$ cat src/rtl/bus_arbiter_pkg.sv
// Shared types and widths for the IFU/LSU memory bus arbiter.
package bus_arbiter_pkg;

    localparam int BUS_ADDR_W = 32;
    localparam int BUS_DATA_W = 32;
    localparam int BUS_STRB_W = BUS_DATA_W / 8;

    typedef enum logic [1:0] {
        IDLE = 2'd0,
        REQ  = 2'd1,
        WAIT = 2'd2
    } bus_arb_state_t;

    typedef enum logic {
        OWNER_IFU = 1'b0,
        OWNER_LSU = 1'b1
    } bus_owner_t;

endpackage

$ cat src/rtl/bus_arbiter.sv
// Shares one memory bus port between instruction fetch and load/store.
// LSU wins ties; a streak counter forces IFU through after MAX_LSU_STREAK LSU grants.
//
// state | meaning
// IDLE  | no owner, arbitrating every cycle
// REQ   | request registered on the bus, waiting for bus_req_ready
// WAIT  | request accepted, waiting for bus_resp_valid
module bus_arbiter
    import bus_arbiter_pkg::*;
#(
    parameter int MAX_LSU_STREAK = 4
) (
    input  logic                  clk,
    input  logic                  rst,
    input  logic                  flush,

    input  logic                  ifu_req_valid,
    input  logic [BUS_ADDR_W-1:0] ifu_req_addr,
    output logic                  ifu_resp_valid,
    output logic [BUS_DATA_W-1:0] ifu_resp_rdata,

    input  logic                  lsu_req_valid,
    input  logic                  lsu_req_we,
    input  logic [BUS_ADDR_W-1:0] lsu_req_addr,
    input  logic [BUS_DATA_W-1:0] lsu_req_wdata,
    input  logic [BUS_STRB_W-1:0] lsu_req_wstrb,
    output logic                  lsu_resp_valid,
    output logic [BUS_DATA_W-1:0] lsu_resp_rdata,

    output logic                  bus_req_valid,
    output logic                  bus_req_we,
    output logic [BUS_ADDR_W-1:0] bus_req_addr,
    output logic [BUS_DATA_W-1:0] bus_req_wdata,
    output logic [BUS_STRB_W-1:0] bus_req_wstrb,
    input  logic                  bus_req_ready,
    input  logic                  bus_resp_valid,
    input  logic [BUS_DATA_W-1:0] bus_resp_rdata,

    output logic                  busy
);

    localparam int STREAK_W = (MAX_LSU_STREAK < 1) ? 1 : $clog2(MAX_LSU_STREAK + 1);
    localparam logic [STREAK_W-1:0] STREAK_MAX = STREAK_W'(MAX_LSU_STREAK);

    bus_arb_state_t        state, state_nxt;
    bus_owner_t            owner, owner_nxt;
    logic [STREAK_W-1:0]   streak, streak_nxt;
    logic                  drop, drop_nxt;

    logic                  req_we_nxt;
    logic [BUS_ADDR_W-1:0] req_addr_nxt;
    logic [BUS_DATA_W-1:0] req_wdata_nxt;
    logic [BUS_STRB_W-1:0] req_wstrb_nxt;

    logic                  ifu_eff;
    logic                  streak_full;
    logic                  grant_ifu;
    logic                  grant_lsu;
    logic                  resp_fire;

    // A flushed fetch must never win arbitration, even for a single cycle.
    assign ifu_eff     = ifu_req_valid & ~flush;
    assign streak_full = (streak == STREAK_MAX);
    assign grant_ifu   = ifu_eff & (~lsu_req_valid | streak_full);
    assign grant_lsu   = lsu_req_valid & ~grant_ifu;

    always_ff @(posedge clk) begin
        if (rst) begin
            state         <= IDLE;
            owner         <= OWNER_LSU;
            streak        <= '0;
            drop          <= 1'b0;
            bus_req_we    <= 1'b0;
            bus_req_addr  <= '0;
            bus_req_wdata <= '0;
            bus_req_wstrb <= '0;
        end else begin
            state         <= state_nxt;
            owner         <= owner_nxt;
            streak        <= streak_nxt;
            drop          <= drop_nxt;
            bus_req_we    <= req_we_nxt;
            bus_req_addr  <= req_addr_nxt;
            bus_req_wdata <= req_wdata_nxt;
            bus_req_wstrb <= req_wstrb_nxt;
        end
    end

    always_comb begin
        state_nxt     = state;
        owner_nxt     = owner;
        streak_nxt    = streak;
        drop_nxt      = drop;
        req_we_nxt    = bus_req_we;
        req_addr_nxt  = bus_req_addr;
        req_wdata_nxt = bus_req_wdata;
        req_wstrb_nxt = bus_req_wstrb;

        unique case (state)
            IDLE: begin
                if (grant_ifu) begin
                    state_nxt     = REQ;
                    owner_nxt     = OWNER_IFU;
                    streak_nxt    = '0;
                    drop_nxt      = 1'b0;
                    req_we_nxt    = 1'b0;
                    req_addr_nxt  = ifu_req_addr;
                    req_wdata_nxt = '0;
                    req_wstrb_nxt = '0;
                end else if (grant_lsu) begin
                    state_nxt     = REQ;
                    owner_nxt     = OWNER_LSU;
                    drop_nxt      = 1'b0;
                    req_we_nxt    = lsu_req_we;
                    req_addr_nxt  = lsu_req_addr;
                    req_wdata_nxt = lsu_req_wdata;
                    req_wstrb_nxt = lsu_req_wstrb;
                    // Only a grant that made IFU wait extends the streak.
                    if (ifu_eff) begin
                        streak_nxt = streak_full ? streak : streak + 1'b1;
                    end else begin
                        streak_nxt = '0;
                    end
                end
            end
            REQ: begin
                if (flush && owner == OWNER_IFU) begin
                    drop_nxt = 1'b1;
                end
                if (bus_req_ready) begin
                    state_nxt = WAIT;
                end
            end
            WAIT: begin
                if (flush && owner == OWNER_IFU) begin
                    drop_nxt = 1'b1;
                end
                if (bus_resp_valid) begin
                    state_nxt = IDLE;
                    drop_nxt  = 1'b0;
                end
            end
            default: begin
                state_nxt = IDLE;
            end
        endcase
    end

    // Responses outside WAIT are stale and never reach a requester.
    assign resp_fire      = (state == WAIT) & bus_resp_valid & ~rst;
    assign lsu_resp_valid = resp_fire & (owner == OWNER_LSU);
    assign ifu_resp_valid = resp_fire & (owner == OWNER_IFU) & ~drop & ~flush;
    assign lsu_resp_rdata = lsu_resp_valid ? bus_resp_rdata : '0;
    assign ifu_resp_rdata = ifu_resp_valid ? bus_resp_rdata : '0;

    assign bus_req_valid  = (state == REQ);
    assign busy           = (state != IDLE);

endmodule

$ cat config.mk
export PLATFORM = sky130hd
export DESIGN_NAME = bus_arbiter
export DESIGN_NICKNAME = d
export VERILOG_FILES = /design/src/rtl/bus_arbiter_pkg.sv /design/src/rtl/bus_arbiter.sv
export SDC_FILE = /design/constraint.sdc
export NUM_CORES = 1
export LEC_CHECK = 0
export BUFFER_PORTS_ARGS = -buffer_cell sky130_fd_sc_hd__clkbuf_2
export CORE_AREA = 2 2 107 109
export CTS_BUF_LIST = sky130_fd_sc_hd__clkbuf_4 sky130_fd_sc_hd__clkbuf_8 sky130_fd_sc_hd__clkbuf_16
export CTS_CLUSTER_DIAMETER = 80
export DETAILED_ROUTE_END_ITERATION = 8
export DIE_AREA = 0 0 109 111
export PLACE_DENSITY = 0.69
export SYNTH_ARGS = -nofsm -noshare
export SYNTH_HDL_FRONTEND = slang
export SYNTH_SLANG_ARGS = --single-unit
$ cat constraint.sdc
create_clock -name clk -period 2.3 [get_ports clk]
set_input_delay 0.115 -clock clk [delete_from_list [all_inputs] [get_ports clk]]
set_output_delay 0.115 -clock clk [all_outputs]
set_load 0.01 [all_outputs]
======== Word level (Yosys, flattened, before mapping) ========
Cells that the tools add are included.
Widths: inputs -> output; s select.
cells by class
  add/sub/neg operators ................... 1
  eq/ne operators ......................... 7
  muxes and demuxes ....................... 26
  bitwise gates (word level) .............. 16
  reductions and logical operators ........ 9
operator list
  cell                 count
  $mux 32              6
  $mux 3               4
  $and 1x1->1          9
  $mux 1               8
  $mux 2               4
  $mux 4               2
  $not 1->1            6
  $pmux 2 s3           1
  $reduce_and 3->1     2
  $reduce_and 2->1     2
  $reduce_bool 2->1    2
  $add 3x1->3 const B  1
  $eq 3x3->1 const B   1
  $ne 3x2->1 const B   1
  $ne 3x3->1 const B   1
  $pmux 1 s3           1
  $reduce_bool 3->1    1
  $eq 2x1->1 const B   1
  $eq 2x2->1 const B   1
  $logic_not 2->1      1
  $ne 2x1->1 const B   1
  $ne 2x2->1 const B   1
  $logic_and 1x1->1    1
  $or 1x1->1           1
word-level totals
  register bits ........................... 76
  input port bits ......................... 140
  output and inout bits ................... 137
  word-level logic and storage cells ...... 67

======== Longest topological paths before layout ========
Gate-level depths: netlist of the first run.
  depth in word-level cells ............... 8
  gate-level depth with buffers ........... 9
  depth with buffers taken out ............ 6

======== Least setup slack after synthesis of the first run ========
No wires, ideal clock.
  kind .................................... register to register
  start ................................... register state[0]
  end ..................................... register state[0]
  library setup time ...................... 0.128 ns
  arrival time ............................ 1.436 ns
  data required time ...................... 2.172 ns
  setup slack ............................. 0.736 ns
  stages on the path, launching flop included .. 8
  path through ............................ dfxtp_1 -> inv_1 -> ha_1 -> buf_2 -> nor2b_1 -> a221oi_1 -> mux2i_1 -> nor2_1
on the way
  cells in the longest elaborated chain, start to end .. 3
  elaborated cells between the ends (all ways) .. 8
  those cells by class .................... eq/ne: 5; mux: 1; reduce/logical: 2
RTL lines
  item                                                 RTL line           source
  start: declaration                                   bus_arbiter.sv:45  bus_arb_state_t state, state_nxt;
  start signal: assignment                             bus_arbiter.sv:78  state <= state_nxt;
  $eq 2x2->1 (tied with other cells)                   bus_arbiter.sv:99  unique case (state)
  $ne 2x2->1 (no source line) (tied with other cells)  -
  $reduce_and 3->1 (no source line)                    -
Parallel ways exist; a longest one is shown, timed or not.
A chain may end at the register's enable or synchronous reset.

======== Worst setup path in the final report of the first run ========
  start ................................... register state[0]
  end ..................................... output port ifu_resp_rdata[13]
on the way
  cells in the longest elaborated chain, start to end .. 7
RTL lines
  item                      RTL line            source
  $eq 2x2->1                bus_arbiter.sv:150  assign resp_fire = (state == WAIT) & bus_resp_valid & ~rst;
  $and 1x1->1 (2 in a row)  bus_arbiter.sv:150
  $and 1x1->1 (3 in a row)  bus_arbiter.sv:152  assign ifu_resp_valid = resp_fire & (owner == OWNER_IFU) & ~drop & ~flush;
  $mux 32                   bus_arbiter.sv:154  assign ifu_resp_rdata = ifu_resp_valid ? bus_resp_rdata : '0;
  end: declaration          bus_arbiter.sv:20   output logic [BUS_DATA_W-1:0] ifu_resp_rdata,
Every way passes these cells.

==> flow_summary_export.csv, run 1 <==
group,metric,value,unit
status,status,"finished, final reports clean",
routing,drc,0,
power,powerDensity,808,mW/mm2
timing,timing.fmax,507,MHz
timing,rsz0062_at_grt,"false",
finish,final_area,0.00547,mm2
flow_run,max-cap-violations,0,
cts,cts.htree.levels,3,
cts,clk_path_buf_depth,2,
floorplan,die_x,109,um
synth,yosysUniqueCellTypes,32,
placed_design,placed_area,0.00515,mm2
synth,synth_area,0.00365,mm2
timing,setup_viol_count_final,0,
global_route,grt_pass1_vias,3784,
finish,layout.nets,836,
global_route,antenna_found_initial,0,
worst_setup_path,crit_required,2.18,ns
worst_setup_path,critPathLaunchType,"register",
cts,path_clk_slew,0.07,ns
timing,period_minus_slack,1.97,ns
global_route,grt_max_degree,77,
timing,finClkSkew,0.00718,ns
timing,hold_viol,0,
placed_design,dp.cells,822,
routing,vias,4022,
finish,final_cells,839,
cts,cts_inserted_buffers,9,
synth,seq_area_frac_synth,41.7,%
timing,layout_setup_ws,0.326,ns
floorplan,io_pins,277,
global_route,grt-ovfl-total,0,
routing,post_drt_wl_per_cell,14.0,um
finish,multi_input_area,0.00194,mm2
floorplan,die-height,111,um
cts,cts_resized,0,
cts,root_buffer,"clkbuf_16",
timing,tightest_slew,0.966,ns
hold_path,hold_class,"input pin to register",
timing,whs,0.0214,ns
worst_setup_path,crit_slowest_cell,"dfxtp_1",
timing,slew_headroom,35.6,%
worst_setup_path,cp_max_fo,33,
placed_design,post-place-ws,0.454,ns
cts,postCtsHoldBufs,0,
synth,synth_cells,430,
worst_setup_path,endpoint_kind,"output pin",
finish,drive_gt1_share,48.3,%
synth,syn_area_per_cell,8.48,um2
worst_setup_path,cp-startpoint,"state[0]",
cts,tritoncts,"yes",
synth,ys_ff_latch,76,
routing,first_iter_violations,243,
synth,yosysWarnings,0,
power,p_leak,2.82,nW
floorplan,core,0.0111,mm2
worst_setup_path,critical_path_arrival,1.86,ns
worst_setup_path,slowest_delay,0.32,ns
timing,tns,0,ns
worst_setup_path,reg2reg_from,"streak[0]",
finish,nFillCells,1092,
global_route,grt_usage,18.7,%
finish,seq_area,0.00152,mm2
placed_design,place.gp.congestion,0.798,
floorplan,start_util,32.9,%
hold_path,worstHoldStart,"lsu_req_addr[31]",
routing,wl,11700,um
routing,drtPass1Iterations,5,
finish,synthToLayoutAreaGrowth,50.0,%
synth,syn_nets,576,
timing,final_max_slew_viol_count,0,
worst_setup_path,critPathKind,"register to output pin",
worst_setup_path,crit_chain,"inv_1 -> ha_1 -> nand3b_1 -> nor4_2 -> buf_4 -> and2_1 -> clkbuf_2",
power,irDropWorstVdd,0.000411,V
cts,cts_setup_buffers,0,
placed_design,io_buffers,276,
timing,post-route-period-util,85.8,%
cts,clock_latency,0.33,ns
cts,cts.sinks,76,
floorplan,row_count,39,
global_route,grt_pass1_wl,18300,um
routing,ant_nets,0,
floorplan,design.die.area,0.0121,mm2
placed_design,place_hpwl,8750,um
routing,viasPerCell,4.79,
per-layer routing:
layer  GRT usage [%]  up-vias  share of wire (%)
met4            5.73        0                1.2
li1                -     1991                  -
met5               0        -                  0
met3            4.00       15                6.5
met2            29.6      148                 47
met1            25.3     1868                 46
cell usage after synthesis, drive strengths merged:
master | number | area, um2
dfxtp | 76 | 1520
ha | 6 | 75.1
nand3b | 1 | 7.51
a21boi | 1 | 11.3
inv | 8 | 30.0
a221oi | 1 | 8.76
clkbuf | 16 | 60.1
o21a | 1 | 7.51
mux2i | 1 | 10.0
a21oi | 37 | 185
o221ai | 1 | 8.76
o21ai | 2 | 21.3
nand2 | 37 | 139
or2b | 1 | 8.76
nand3 | 1 | 5.00
a32oi | 1 | 8.76
nand4 | 2 | 12.5
and2 | 64 | 400
nor2b | 3 | 18.8
a22oi | 37 | 278
nor2 | 74 | 280
a211oi | 33 | 393
a31oi | 1 | 6.26
o22ai | 1 | 6.26
buf | 20 | 113
nand2b | 2 | 12.5
nor3b | 1 | 7.51
nor4 | 1 | 12.5
sequential cells by signal, summed over array words and instances, names as in the netlist:
signal	count
state	2
streak	3
bus_req_wstrb	4
drop	1
bus_req_addr	32
bus_req_wdata	32
bus_req_we	1
owner	1
stage by stage:
stage	total power, W	utilization, %
floorplan	0.00243	-
global placement	0.00287	46.5
detailed placement	0.00292	46.5
CTS	0.00449	49.4
global route	0.00469	49.4
finish	0.00442	49.4
path summary, 6_finish.rpt:
path              depth (start not counted)  slack [ns]                 end
setup / recovery                          7        0.33  ifu_resp_rdata[13]
hold / removal                            3        0.02    bus_req_addr[31]
setup reg to reg                          7        0.46    bus_req_addr[31]
hold reg to reg                           2        0.48           streak[1]
critical path, delay by kind of cell (launching register included):
family	cells	cell delay [ns]
buffers and inverters	3	0.53
DFF	1	0.32
adders and majority gates	1	0.18
and+or+nand+nor	3	0.49
layout by cell type, fill, tap and decap left out, types with 2 or more instances in the layout:
cell type / Yosys / final
a211oi_1: 4 / 4
a211oi_2: 29 / 29
a21oi_1: 37 / 37
a22oi_1: 37 / 37
and2_1: 64 / 64
buf_12: 0 / 2
buf_4: 5 / 8
bufinv_16: 0 / 2
clkbuf_16: 0 / 9
clkbuf_2: 0 / 275
clkbuf_4: 0 / 2
dfxtp_1: 76 / 76
ha_1: 6 / 6
inv_1: 8 / 8
nand2_1: 37 / 37
nand2b_1: 2 / 2
nand4_1: 2 / 2
nor2_1: 73 / 73
nor2b_1: 3 / 3
logic make-up after synthesis:
logic type | count (synthesis) | synth area share (%)
flops | 76 | 41.7
mux | 1 | 0.274
simple gates | 187 | 24.8
compound gates | 116 | 25.6
fa+ha+maj | 6 | 2.06
buf+inv | 44 | 5.56
power by group:
| group | switching, W | total [W] | internal, W |
|---|---|---|---|
| Sequential | 0.000109 | 0.00162 | 0.00151 |
| Clock | 0.000565 | 0.00155 | 0.000981 |
| Combinational | 0.000737 | 0.00126 | 0.000519 |
final cells by class:
| type | count | share of cell area [%] |
|---|---|---|
| sequential | 76 | 27.8 |
| multi-input combinational | 310 | 35.4 |
| clock buffer | 11 | 4.39 |
| inverter | 8 | 0.549 |
| antenna | 1 | 0.0457 |
| clock inverter | 5 | 1.55 |
| timing repair buffer | 285 | 27.0 |
| tap | 143 | 3.27 |
Note: power is estimated with default switching activity, not from simulation.
==> run 2, diff against run 1 <==
--- a/config.mk
+++ b/config.mk
@@ -6,12 +6,12 @@
 export NUM_CORES = 1
 export LEC_CHECK = 0
 export BUFFER_PORTS_ARGS = -buffer_cell sky130_fd_sc_hd__clkbuf_2
-export CORE_AREA = 2 2 107 109
+export CORE_AREA = 2 2 108 110
 export CTS_BUF_LIST = sky130_fd_sc_hd__clkbuf_4 sky130_fd_sc_hd__clkbuf_8 sky130_fd_sc_hd__clkbuf_16
 export CTS_CLUSTER_DIAMETER = 80
 export DETAILED_ROUTE_END_ITERATION = 8
-export DIE_AREA = 0 0 109 111
-export PLACE_DENSITY = 0.69
+export DIE_AREA = 0 0 110 112
+export PLACE_DENSITY = 0.68
 export SYNTH_ARGS = -nofsm -noshare
 export SYNTH_HDL_FRONTEND = slang
 export SYNTH_SLANG_ARGS = --single-unit
==> constraint.sdc (replaced) <==
create_clock -name clk -period 2 [get_ports clk]
set_input_delay 0.1 -clock clk [delete_from_list [all_inputs] [get_ports clk]]
set_output_delay 0.1 -clock clk [all_outputs]
set_load 0.01 [all_outputs]
==> run 2 against run 1 <==
  * Core utilization up 3.1 points
  * Flip-flop and latch count unchanged
  * Setup slack worse by 0.31 ns
  * Count of clock-buffer cells in the layout down 2
  * Design area up 7.2%
==> flow_summary_export.csv, run 2 (synthesis results as in run 1) <==
group,metric,value,unit
status,status,"finished, final reports clean",
floorplan,io_pins,277,
finish,nFillCells,1056,
routing,vias,4133,
finish,drive_gt1_share,53.1,%
power,switching_share,32.7,%
power,p_sw,0.00162,W
timing,setup_viol_count_final,0,
finish,n_antenna_cell,0,
worst_setup_path,cp_max_fo,8,
worst_setup_path,crit_required,1.90,ns
worst_setup_path,critPathKind,"register to output pin",
finish,layout.nets,850,
timing,tns,0,ns
global_route,antenna_found_initial,0,
floorplan,core,0.0112,mm2
power,p_comb_share,30.4,%
timing,slew_headroom,35.1,%
worst_setup_path,cp-startpoint,"state[0]",
timing,post-route-period-util,99.0,%
power,power.internal,0.00334,W
routing,drc,0,
hold_path,hold_class,"input pin to register",
power,p_clk_share,31.8,%
finish,fin_util,52.5,%
routing,wl,12700,um
power,irDropWorstVdd,0.000432,V
placed_design,place.gp.congestion,0.799,
power,powerDensity,846,mW/mm2
timing,hold_viol,0,
cts,cts.htree.levels,3,
timing,tightest_slew,0.973,ns
routing,post_drt_wl_per_cell,14.9,um
hold_path,hold_depth,3,
timing,rsz0062_at_grt,"true",
global_route,grt_pass1_wl,18300,um
worst_setup_path,critical_path_arrival,1.88,ns
floorplan,die_x,110,um
worst_setup_path,reg2reg_from,"state[1]",
worst_setup_path,critPathLaunchType,"register",
cts,tritoncts,"yes",
worst_setup_path,r2r_end,"bus_req_addr[3]",
cts,cts.sinks,76,
timing,finClkSkew,0.00976,ns
routing,drtPass1Iterations,4,
routing,first_iter_violations,306,
cts,clock_latency,0.32,ns
power,seqPwrFrac,37.8,%
worst_setup_path,slowest_delay,0.36,ns
global_route,grt-ovfl-total,0,
floorplan,design.die.area,0.0123,mm2
flow_run,max-cap-violations,0,
floorplan,die-height,112,um
floorplan,row_count,39,
power,p_leak,2.96,nW
global_route,grt_max_degree,77,
worst_setup_path,r2r_setup_slack,0.17,ns
placed_design,place_hpwl,9120,um
placed_design,io_buffers,276,
timing,whs,0.0142,ns
worst_setup_path,crit_slowest_cell,"dfxtp_4",
cts,path_clk_slew,0.06,ns
timing,timing.fmax,505,MHz
routing,viasPerCell,4.86,
hold_path,holdPathEnd,"bus_req_wdata[12]",
routing,ant_nets,0,
finish,layout_common_cells,"247 x clkbuf_2, 74 x dfxtp_1, 73 x nor2_1",
cts,clk_path_buf_depth,2,
timing,period_minus_slack,1.98,ns
finish,synthToLayoutAreaGrowth,60.8,%
global_route,grt_usage,18.6,%
floorplan,start_util,32.7,%
hold_path,worstHoldStart,"lsu_req_wdata[12]",
global_route,grt_pass1_vias,3837,
worst_setup_path,reg2regPathDepth,6,
cts,root_buffer,"clkbuf_16",
finish,final_common_cell,"clkbuf_2",
cts,cts_inserted_buffers,9,
worst_setup_path,crit_chain,"inv_4 -> ha_4 -> nand3b_1 -> nor4_4 -> buf_4 -> clkbuf_16 -> and2_4 -> buf_6",
finish,top_regs,"bus_req_addr: 32 flops, bus_req_wdata: 32 flops, bus_req_wstrb: 4 flops",
timing,final_max_slew_viol_count,0,
worst_setup_path,endpoint_kind,"output pin",
==> run 2: cell types whose count changed in the layout (fill, tap and decap cells not counted), moves of 3 or more <==
cell and delta:
buf_6 +30, clkbuf_2 -28, and2_1 -27, and2_4 +27, dlygate4sd3_1 +4, buf_4 +3
==> run 2: layout make-up <==
cell class / instances / area [um2] / share of cell area (%)
Multi-Input combinational cell: 310 / 2030 / 34.6
Timing Repair Buffer: 299 / 1810 / 30.8
Sequential cell: 76 / 1530 / 26.0
Clock buffer: 9 / 225 / 3.84
Tap cell: 143 / 179 / 3.05
Clock inverter: 6 / 65.1 / 1.11
Inverter: 8 / 32.5 / 0.554
==> run 2: worst max-delay path by stage <==
stage	cells after the start	end	slack, ns
final	8	ifu_resp_rdata[14]	0.02
after detailed placement	7	bus_req_addr[3]	-0.12
after global routing	8	ifu_resp_rdata[14]	-0.08
after floorplan	7	state[0]	0.44
after global placement	7	bus_req_addr[1]	-0.02
after CTS	7	ifu_resp_rdata[0]	0.04
==> run 2: power groups by stage <==
stage	Combinational, W	Sequential (W)	Clock (W)
after floorplan	0.000817	0.00197	0
after global placement	0.00144	0.00189	0
after detailed placement	0.00149	0.00190	0
after CTS	0.00150	0.00186	0.00165
after global routing	0.00166	0.00190	0.00170
final	0.00151	0.00188	0.00158
==> run 2: metal layers <==
layer  global-route usage (%)  vias to the layer above  part of all wire [%]
met3                     4.74                       16                   6.5
met2                     31.3                      165                    49
met4                     5.74                        0                   1.2
met1                     23.0                     1940                    43
met5                        0                        -                     0
li1                         -                     2012                     -
==> run 2: per-stage QoR <==
stage / power, W / instance area, um2 / setup slack, ns / std cells
2_1_floorplan: 0.00279 / 3650 / 0.436 / 430
3_3_place_gp: 0.00333 / 5180 / -0.0170 / 825
3_5_place_dp: 0.00338 / 5180 / -0.116 / 825
4_1_cts: 0.00501 / 5520 / 0.0420 / 844
5_1_grt: 0.00526 / 5870 / -0.0783 / 851
6_report: 0.00496 / 5870 / 0.0196 / 851
==> run 2: worst max-delay path, delay by kind of cell (launching register included) <==
family	cells	cell delay (ns)
adder cells (fa/ha/maj)	1	0.12
buffers and inverters	4	0.51
flip-flops	1	0.36
AND/OR/NAND/NOR	3	0.56
==> run 2: timing repair <==
| action | in CTS | in global routing |
|---|---|---|
| resized for setup | 1 | 99 |
| hold buffers | 4 | 0 |
| pin swaps | 0 | 26 |
| buffers inserted | 0 | 3 |
| setup endpoints to repair | 12 | 36 |
| hold endpoints to repair | 4 | 0 |
| gates cloned | 0 | 4 |
==> run 3, diff against run 2 <==
--- a/config.mk
+++ b/config.mk
@@ -5,13 +5,14 @@
 export SDC_FILE = /design/constraint.sdc
 export NUM_CORES = 1
 export LEC_CHECK = 0
+export ABC_AREA = 1
 export BUFFER_PORTS_ARGS = -buffer_cell sky130_fd_sc_hd__clkbuf_2
-export CORE_AREA = 2 2 108 110
+export CORE_AREA = 2 2 107 109
 export CTS_BUF_LIST = sky130_fd_sc_hd__clkbuf_4 sky130_fd_sc_hd__clkbuf_8 sky130_fd_sc_hd__clkbuf_16
 export CTS_CLUSTER_DIAMETER = 80
 export DETAILED_ROUTE_END_ITERATION = 8
-export DIE_AREA = 0 0 110 112
-export PLACE_DENSITY = 0.68
+export DIE_AREA = 0 0 109 111
+export PLACE_DENSITY = 0.71
 export SYNTH_ARGS = -nofsm -noshare
 export SYNTH_HDL_FRONTEND = slang
 export SYNTH_SLANG_ARGS = --single-unit
==> run 3 against run 2 <==
  * Critical path depth did not move
  * Wire length shrank 1.6%
  * Global-route usage rose by 1.7 points
  * Largest power group is now combinational cells
  * Flip-flop and latch count unchanged
  * Register-to-register slack better by 0.21 ns
  * Clock skew increased by 0.0017 ns
  * Highest routed layer unchanged
==> flow_summary_export.csv, run 3 <==
group,metric,value,unit
power,power.total,0.00596,W
timing,whs,0.0133,ns
global_route,grt_pass1_vias,4031,
finish,n_antenna_cell,0,
finish,top_regs,"bus_req_addr: 32 flops, bus_req_wdata: 32 flops, bus_req_wstrb: 4 flops",
floorplan,core,0.0111,mm2
placed_design,placed_area,0.00539,mm2
routing,viasPerCell,4.52,
worst_setup_path,critical_path_arrival,1.67,ns
cts,tritoncts,"yes",
timing,setup_viol_count_final,0,
placed_design,place.gp.congestion,0.785,
worst_setup_path,critPathKind,"register to output pin",
global_route,grt_pass1_wl,19800,um
worst_setup_path,crit_slowest_cell,"dfxtp_1",
synth,syn_nets,762,
synth,synth_top_cell_by_area,"dfxtp_1",
routing,vias,4617,
hold_path,hold_class,"input pin to register",
synth,synth_area,0.00389,mm2
global_route,grt-ovfl-total,0,
finish,layout_common_cells,"276 x clkbuf_2, 113 x inv_1, 111 x nand2_1",
worst_setup_path,critPathLaunchType,"register",
floorplan,die_x,109,um
finish,drive_gt1_share,35.6,%
timing,final_max_slew_viol_count,0,
placed_design,io_buffers,276,
cts,cts_inserted_buffers,9,
floorplan,die-height,111,um
cts,cts_resized,0,
timing,rsz0062_at_grt,"false",
finish,final_common_cell,"clkbuf_2",
routing,drtPass1Iterations,4,
timing,finClkSkew,0.0115,ns
timing,timing.fmax,563,MHz
routing,drc,0,
power,powerDensity,1050,mW/mm2
timing,tns,0,ns
cts,cts.htree.levels,3,
timing,period_minus_slack,1.77,ns
floorplan,row_count,39,
floorplan,io_pins,277,
timing,tightest_slew,0.788,ns
worst_setup_path,crit_chain,"inv_2 -> ha_1 -> nand3_1 -> nor2_2 -> inv_1 -> buf_6 -> nor2_1 -> clkbuf_2",
routing,wl,12500,um
finish,layout.nets,1020,
cts,root_buffer,"clkbuf_16",
global_route,grt.met2_usage,31.1,%
synth,synth_most_common_cell,"inv_1",
timing,hold_viol,0,
routing,post_drt_wl_per_cell,12.2,um
synth,yosysUniqueCellTypes,16,
global_route,grt_max_degree,74,
global_route,busiest_layer,"met2",
worst_setup_path,crit_required,1.90,ns
timing,post-route-period-util,88.7,%
placed_design,post-place-ws,0.363,ns
worst_setup_path,endpoint_kind,"output pin",
finish,synthToLayoutAreaGrowth,46.2,%
synth,synth_cells,616,
cts,cts.sinks,76,
worst_setup_path,cp_max_fo,32,
status,status,"finished, final reports clean",
global_route,grt_util_met1,27.1,%
synth,synth_top_cell_area_share,39.2,%
synth,synthFlopType,"dfxtp_1",
cts,path_clk_slew,0.06,ns
routing,ant_nets,0,
routing,first_iter_violations,303,
synth,synth-edff-count,0,
power,irDropWorstVdd,0.000605,V
synth,async_reset_ff_share,0,%
cts,clk_path_buf_depth,2,
synth,synthTopCellsByArea,"dfxtp_1 39%, nand3_1 14%, inv_1 11%",
global_route,antenna_found_initial,0,
floorplan,design.die.area,0.0121,mm2
cts,clock_latency,0.33,ns
flow_run,max-cap-violations,0,
global_route,met3_usage,6.23,%
synth,synth_commonest_cells,"114 x inv_1, 113 x nand2_1, 106 x nand3_1",
finish,final_area,0.00568,mm2
synth,yosysWarnings,0,
cts,postCtsHoldBufs,0,
synth,seq_area_frac_synth,39.2,%
placed_design,place_hpwl,9010,um
worst_setup_path,slowest_delay,0.32,ns
cts,cts_setup_buffers,0,
synth,ys_ff_latch,76,
power,p_leak,3.29,nW
global_route,grt_usage,20.3,%
floorplan,start_util,35.1,%
timing,slew_headroom,47.5,%
timing,layout_setup_ws,0.225,ns
finish,nFillCells,1177,
synth,syn_area_per_cell,6.31,um2
## run 3: cell count changes after synthesis, sizes merged, moves of 2 or more
cell,change
inv,+107
nand3,+105
nand2,+76
and2,-64
a21oi,+39
a22oi,-37
a211oi,-33
buf,+7
nor2,+3
nor2b,-3
clkbuf,-2
nand2b,-2
o21ai,+2
## run 3: kinds of logic after synthesis
group | synth area share [%]
adders and majority gates | 1.93
buffers and inverters | 15.9
xor gates and xnor gates | 0.225
DFF | 39.2
and+or+nand+nor | 32.2
AOI/OAI and AO/OA | 10.6
## run 3: area by class of cell
type	count	area, um2	area share (%)
multi-input cells	384	1760	31.0
flip-flops and latches	76	1520	26.8
repair buffers	288	1520	26.7
inverters	115	432	7.60
clock buffers	10	233	4.10
well taps	143	179	3.15
clock inverters	6	41.3	0.727
## run 3: critical path, delay by kind of cell, from the launching register on
family        cells  cell delay, ns
simple gates      3            0.38
fa+ha+maj         1            0.16
flops             1            0.32
buf+inv           4            0.47
## run 3: per-stage QoR
step / utilization (%) / std cells
floorplan: - / 616
global placement: 48.7 / 1006
detailed placement: 48.7 / 1006
CTS: 51.2 / 1022
global route: 51.3 / 1022
finish: 51.3 / 1022
## run 3: report_power, final
| part | internal, W | total, W | leakage, nW | switching (W) |
|---|---|---|---|---|
| clock network | 0.000851 | 0.00150 | 0.128 | 0.000645 |
| logic | 0.000907 | 0.00237 | 2.54 | 0.00146 |
| registers | 0.00190 | 0.00210 | 0.626 | 0.000191 |
| total | 0.00366 | 0.00596 | 3.29 | 0.00230 |
## run 3: worst paths after layout
path | start | to | slack, ns | depth (start not counted)
hold / removal | lsu_req_wdata[21] | bus_req_wdata[21] | 0.01 | 3
setup / recovery | state[0] | lsu_resp_rdata[30] | 0.23 | 8
hold reg to reg | bus_req_wdata[6] | bus_req_wdata[6] | 0.46 | 2
setup reg to reg | state[1] | bus_req_addr[28] | 0.38 | 8
## run 3: layer usage
metal,vias to the layer above,part of all wire (%)
met5,-,0
met4,0,1.2
met3,14,8.7
met2,161,44
met1,2031,46
li1,2411,-
